[src/rtl/rs_pkg.sv]
// Shared types for the reservation station.
//   t_rob_id      : ROB entry identifier carried on dispatch and writeback
//   t_uinstr_disp : dispatched uinstr with its robid and two source dependencies
//   t_rs_entry    : one station slot (valid, per-source ready bits, payload)
//   wb_hit()      : writeback broadcast matches a source robid
package rs_pkg;

  localparam int ROB_ID_W = 6;
  localparam int UINSTR_W = 16;

  typedef logic [ROB_ID_W-1:0] t_rob_id;

  typedef struct packed {
    logic [UINSTR_W-1:0] uinstr;
    t_rob_id             robid;
    logic                src1_rob_pdg;
    t_rob_id             src1_robid;
    logic                src2_rob_pdg;
    t_rob_id             src2_robid;
  } t_uinstr_disp;

  typedef struct packed {
    logic         valid;
    logic         src1_rdy;
    logic         src2_rdy;
    t_uinstr_disp payload;
  } t_rs_entry;

  function automatic logic wb_hit(input logic wb_valid, input t_rob_id wb_robid,
                                  input t_rob_id src_robid);
    return wb_valid && (wb_robid == src_robid);
  endfunction

endpackage

[src/rtl/rs_age_matrix.sv]
// Age matrix for oldest-first select.
//   clk, reset  : clock, async active-low reset
//   alloc       : one-hot slot being written this edge
//   dealloc     : one-hot slot being freed this edge
//   req         : slots eligible for select
//   gnt         : one-hot oldest requesting slot
// older_q[i][j] = 1 means slot i is older than slot j.
module rs_age_matrix #(
  parameter int NUM_ENTRIES = 8
) (
  input  logic                   clk,
  input  logic                   reset,
  input  logic [NUM_ENTRIES-1:0] alloc,
  input  logic [NUM_ENTRIES-1:0] dealloc,
  input  logic [NUM_ENTRIES-1:0] req,
  output logic [NUM_ENTRIES-1:0] gnt
);

  logic [NUM_ENTRIES-1:0] older_q [NUM_ENTRIES];
  logic [NUM_ENTRIES-1:0] blocked;

  // A new arrival is older than nobody (its row is rewritten) and every other
  // slot is marked older than it (its column is set). Bits left over from free
  // slots are harmless: they are overwritten when that slot is allocated.
  always_ff @(posedge clk or negedge reset) begin
    if (!reset) begin
      for (int i = 0; i < NUM_ENTRIES; i++) older_q[i] <= '0;
    end else begin
      for (int i = 0; i < NUM_ENTRIES; i++) begin
        for (int j = 0; j < NUM_ENTRIES; j++) begin
          if (alloc[i])        older_q[i][j] <= 1'b0;
          else if (alloc[j])   older_q[i][j] <= 1'b1;
          else if (dealloc[j]) older_q[i][j] <= 1'b0;
        end
      end
    end
  end

  always_comb begin
    blocked = '0;
    for (int i = 0; i < NUM_ENTRIES; i++) begin
      for (int j = 0; j < NUM_ENTRIES; j++) begin
        if (req[j] && older_q[j][i]) blocked[i] = 1'b1;
      end
    end
  end

  assign gnt = req & ~blocked;

endmodule

[src/rtl/rs.sv]
// Reservation station: receives alloc dispatch, wakes sources on ROB writeback,
// issues the oldest ready entry to its execution unit.
//   clk, reset       : clock, async active-low reset
//   flush            : drop all entries at the edge, suppress issue this cycle
//   disp_valid_rs1   : dispatch valid; disp_rs1 : dispatched uinstr
//   rs_stall_rs0     : alloc must not dispatch next cycle
//   wb_valid/wb_robid: ROB writeback broadcast
//   ex_stall_rs2     : execution unit cannot accept this cycle
//   issue_valid_rs2  : issue request; issue_rs2 : selected entry (pdg bits 0)
// Build option RS_WB_BYPASS_EN: a broadcast completing an entry's last pending
// source makes it select-eligible in the same cycle. Without it, eligibility
// comes only from flopped ready bits and wb_* has no path to issue_*.
module rs
  import rs_pkg::*;
#(
  parameter int NUM_ENTRIES = 8
) (
  input  logic         clk,
  input  logic         reset,
  input  logic         flush,
  input  logic         disp_valid_rs1,
  input  t_uinstr_disp disp_rs1,
  output logic         rs_stall_rs0,
  input  logic         wb_valid,
  input  t_rob_id      wb_robid,
  input  logic         ex_stall_rs2,
  output logic         issue_valid_rs2,
  output t_uinstr_disp issue_rs2
);

  localparam int IDX_W = $clog2(NUM_ENTRIES);
  localparam int CNT_W = IDX_W + 1;

  t_rs_entry              ent_q [NUM_ENTRIES];
  logic [NUM_ENTRIES-1:0] wake1, wake2, req, gnt;
  logic [NUM_ENTRIES-1:0] free_oh, alloc_oh, dealloc_oh;
  logic [CNT_W-1:0]       num_free;
  logic                   free_found;
  logic                   fire;
  logic [$bits(t_uinstr_disp)-1:0] issue_vec;

  always_comb begin
    for (int i = 0; i < NUM_ENTRIES; i++) begin
      wake1[i] = wb_hit(wb_valid, wb_robid, ent_q[i].payload.src1_robid);
      wake2[i] = wb_hit(wb_valid, wb_robid, ent_q[i].payload.src2_robid);
`ifdef RS_WB_BYPASS_EN
      req[i] = ent_q[i].valid && (ent_q[i].src1_rdy || wake1[i])
                              && (ent_q[i].src2_rdy || wake2[i]);
`else
      req[i] = ent_q[i].valid && ent_q[i].src1_rdy && ent_q[i].src2_rdy;
`endif
    end
  end

  always_comb begin
    free_oh    = '0;
    num_free   = '0;
    free_found = 1'b0;
    for (int i = 0; i < NUM_ENTRIES; i++) begin
      if (!ent_q[i].valid) begin
        num_free = num_free + CNT_W'(1);
        if (!free_found) begin
          free_oh[i] = 1'b1;
          free_found = 1'b1;
        end
      end
    end
  end

  // A same-cycle fire is deliberately not credited: the freed slot only shows
  // up in num_free once its valid flop has cleared.
  assign rs_stall_rs0 = (num_free == CNT_W'(disp_valid_rs1));

  assign alloc_oh        = free_oh & {NUM_ENTRIES{disp_valid_rs1 && !flush}};
  assign issue_valid_rs2 = (|req) && !flush;
  assign fire            = issue_valid_rs2 && !ex_stall_rs2;
  assign dealloc_oh      = gnt & {NUM_ENTRIES{fire}};

  rs_age_matrix #(.NUM_ENTRIES(NUM_ENTRIES)) u_age (
    .clk     (clk),
    .reset   (reset),
    .alloc   (alloc_oh),
    .dealloc (dealloc_oh),
    .req     (req),
    .gnt     (gnt)
  );

  always_comb begin
    issue_vec = '0;
    for (int i = 0; i < NUM_ENTRIES; i++) begin
      if (gnt[i]) issue_vec = issue_vec | ent_q[i].payload;
    end
    issue_rs2 = flush ? '0 : issue_vec;
    // Issued sources are ready by definition, including a bypassed wakeup.
    issue_rs2.src1_rob_pdg = 1'b0;
    issue_rs2.src2_rob_pdg = 1'b0;
  end

  always_ff @(posedge clk or negedge reset) begin
    if (!reset) begin
      for (int i = 0; i < NUM_ENTRIES; i++) ent_q[i] <= '0;
    end else begin
      for (int i = 0; i < NUM_ENTRIES; i++) begin
        if (flush) begin
          ent_q[i].valid <= 1'b0;
        end else if (alloc_oh[i]) begin
          ent_q[i].valid    <= 1'b1;
          ent_q[i].payload  <= disp_rs1;
          // Catch a broadcast arriving together with the dispatch.
          ent_q[i].src1_rdy <= !disp_rs1.src1_rob_pdg ||
                               wb_hit(wb_valid, wb_robid, disp_rs1.src1_robid);
          ent_q[i].src2_rdy <= !disp_rs1.src2_rob_pdg ||
                               wb_hit(wb_valid, wb_robid, disp_rs1.src2_robid);
        end else begin
          if (dealloc_oh[i]) ent_q[i].valid    <= 1'b0;
          if (wake1[i])      ent_q[i].src1_rdy <= 1'b1;
          if (wake2[i])      ent_q[i].src2_rdy <= 1'b1;
        end
      end
    end
  end

  a_no_disp_when_full: assert property (@(posedge clk) disable iff (!reset)
    !(disp_valid_rs1 && num_free == '0));

endmodule

[config.mk]
export PLATFORM = sky130hd
export DESIGN_NAME = rs
export DESIGN_NICKNAME = d
export VERILOG_FILES = /design/src/rtl/rs_pkg.sv /design/src/rtl/rs_age_matrix.sv /design/src/rtl/rs.sv
export SDC_FILE = /design/constraint.sdc
export NUM_CORES = 1
export LEC_CHECK = 0
export BUFFER_PORTS_ARGS = -buffer_cell sky130_fd_sc_hd__buf_2
export CORE_MARGIN = 4
export CORE_UTILIZATION = 35
export DETAILED_ROUTE_END_ITERATION = 10
export PLACE_DENSITY = 0.46
export REMOVE_ABC_BUFFERS = 1
export SLEW_MARGIN = 20
export SYNTH_ARGS = -nofsm -noshare
export SYNTH_HDL_FRONTEND = slang
export SYNTH_SLANG_ARGS = --single-unit
[constraint.sdc]
create_clock -name clk -period 12.86 [get_ports clk]
set_clock_uncertainty 0.05 [all_clocks]
set_input_delay 0.643 -clock clk [delete_from_list [all_inputs] [get_ports clk]]
set_output_delay 0.643 -clock clk [all_outputs]
set_load 0.05 [all_outputs]
==> key figures <==
Synth
  – Ys flop type: dfrtp_1
  – Syn avg cell area: 10.6 um2
  – Count of yosys warnings during synthesis: 0
  – Post-synthesis async set-or-reset flop share: 100%
  – Yosys top cell by area: dfrtp_1
  – Synthesized area: 0.0170 mm2
  – Area fraction of the dominant cell type after synthesis: between 50% and 60%
  – Number of synthesized register bits: 352
  – Synth Instances: between 1500 and 2000
  – Library cells used by synthesis: 62
  – Post-synth EDFFs: 0
  – Top cells by area, synth: dfrtp_1 52%, mux2_2 11%, nand2_1 7.2%, a22oi_1 6.1%, xor2_1 5.5%
  – Register area share after synthesis: 51.7%

CTS
  – CTS tree: built
  – Cts bufs inserted: 41
  – Clock root buffer: clkbuf_16
  – Hold_buf cts: 0
  – CTS sink cnt: between 300 and 400
  – H-tree levels: 2
  – CTS max path bufs: 3
  – Post-CTS sizing: 0
  – Post-CTS Setup Bufs: 0
  – Clock latency on the worst-skew pair: 0.55 ns
  – Clock-pin slew on the worst setup and hold paths: 0.06 ns

Floorplan
  – Num ports: 86
  – Rows: 80
  – Die height: 229 um
  – Die X: about 230 um
  – Initial Util: 35.5%
  – Total core area: about 0.048 mm2
  – Die footprint: around 0.052 mm2

Placed design
  – Port bufs: 83
  – Gpl congestion: 0.761
  – Detailed Place HPWL: 31.4 mm

Critical path
  – Critical Path AT: 6.04 ns
  – Crit path capture: rs_stall_rs0
  – Reg-to-reg setup timing slack: 9.17 ns
  – Worst endpoint required time: 12.17 ns
  – Crit-path max FO: 10
  – Slowest-stage cell, CP: dfrtp_1
  – Worst path depth: 22
  – Register-to-Register Path Depth: 7
  – CP startpoint: ent_q[272]
  – CP top delay family: adder cells
  – Crit path cell chain: inv_1 > ha_1 > xnor2_1 > ha_1 > nor2b_1 > a31oi_1 > inv_1 > ha_1 > nor2_1 > a21oi_1 > ha_1 > nor2b_1 > a21o_1 > ha_1 > nand2b_1 > nand2_1 > a31o_2 > ha_1 > or3_1 > o22a_1 > nor4_2 > buf_2
  – R2R Path End: u_age.older_q[59]
  – Crit Path Class: reg2out
  – Critical Path End Type: primary output
  – R2r startpoint: ent_q[233]
  – WP buf/inv: 3
  – Worst stage delay on the critical path: between 0.5 and 0.6 ns
  – Startpoint Class: register
  – Most frequent CP cell: ha_1

Global routing
  – Total grt overflow: 0
  – Global-route wire length before repair: 85.3 mm
  – Initial antenna violation count: 3
  – Number of global-route vias before repair: around 13000
  – GR Util All Layers: 21.2%
  – Largest net degree at the start of global routing: 119

Timing
  – Period Utilization, post-route: 52.4%
  – RSZ-0062 raised after global routing: false
  – Setup violations, final: 0
  – Rel. slew slack: 32.9%
  – Post-route minimum period: between 6 and 7 ns
  – Fmax: ~150 MHz
  – Worst slew pin tran: ~1.0 ns
  – Setup TNS: 0 ns
  – Final hold violations: 0
  – Hold_ws: 0.129 ns
  – Max Slew Vio Count: 0

Cells and area
  – P&R area growth vs syn: 13.2%
  – Post-layout util: 40.2%
  – Commonest non-fill, non-tap cells in the layout: 352 x dfrtp_1, 325 x nand2_1, 170 x mux2_2
  – Commonest non-fill, non-tap cell in the layout: dfrtp_1
  – Fraction of layout cells with a size suffix above 1: 22.9%
  – Post-layout net count: between 1500 and 2000
  – # fillers: 4650

Route
  – Via count: 12600
  – Avg WL per Cell: about 25 um
  – Drt first pass iters: 5
  – DRT iter0 DRCs: 877
  – Antenna Violating Nets Remaining: 0
  – Post-Route WL: 56.1 mm
  – DR vias/cell: about 5.6
  – DRC: 0

Job
  – Number of max-cap violations: 0

Power and ir drop
  – Peak VDD IR: approximately 90 uV
  – LEAKAGE: around 9.1 nW
  – Power per Cell Area: about 150 mW/mm2

Min path
  – Hold crit path type: in2async

Outcome
  – Status: finished clean
-- worst min-delay path by stage --
stage	slack [ns]	startpoint	end
after floorplan	0.30	reset	ent_q[0]
final	0.13	reset	ent_q[58]
after global routing	0.20	reset	ent_q[266]
after CTS	0.14	reset	ent_q[292]
after detailed placement	0.41	ent_q[110]	ent_q[110]
after global placement	0.40	ent_q[110]	ent_q[110]
-- report_power, final --
group,internal [W],leakage [nW],switching [W]
Sequential,0.00122,4.68,0.0000869
Clock,0.000693,0.668,0.000464
Combinational,0.000170,3.73,0.000245
-- through the flow --
step,setup slack (ns),instances,cell area [um2],power [W]
floorplan,6.84,1475,16500,0.00158
global placement,6.86,2198,17900,0.00173
detailed placement,6.74,2198,17900,0.00174
CTS,6.10,2268,19300,0.00291
global route,5.71,2268,19300,0.00301
finish,6.13,2269,19300,0.00287
-- synthesized netlist by cell type, types with 17 or more instances --
| cell type | instances |
|---|---|
| dfrtp_1 | 352 |
| nand2_1 | 326 |
| mux2_2 | 170 |
| a22oi_1 | 139 |
| clkbuf_1 | 109 |
| xor2_1 | 106 |
| a21oi_1 | 70 |
| nor2_1 | 59 |
| a41oi_1 | 35 |
| nand4_1 | 25 |
| nor4_1 | 18 |
| nor3_1 | 17 |
-- logic make-up after synthesis --
group                    share of synthesized area (%)
flip-flops                                        51.7
adder cells (fa/ha/maj)                          0.661
buffers and inverters                             3.53
other                                           0.0220
multiplexers                                      11.2
AND/OR/NAND/NOR                                   12.8
XOR/XNOR                                          6.55
AO/OA/AOI/OAI                                     13.5
-- sequential cells by signal, indices dropped and copies added (netlist names) --
| name | flops |
|---|---|
| ent_q | 296 |
| u_age.older_q | 56 |
-- layer usage --
| metal | track usage [%] | wire [um] | part of all wire, % | up-vias |
|---|---|---|---|---|
| li1 | - | - | - | 5733 |
| met2 | 33.7 | 25900 | 46 | 330 |
| met3 | 4.32 | 3190 | 5.7 | 107 |
| met1 | 29.3 | 25300 | 45 | 6448 |
| met4 | 6.72 | 1720 | 3.1 | 4 |
| met5 | 0 | 21 | 0.037 | - |
-- layout make-up --
cell class	count	area [um2]	share of cell area (%)
tap	615	769	3.99
antenna	1	2.50	0.0130
sequential	352	8810	45.7
clock inverter	8	65.1	0.338
inverter	15	56.3	0.292
clock buffer	62	1260	6.56
multi-input combinational	1108	7690	39.9
timing repair buffer	108	613	3.18
(Power assumes the default switching activity.)
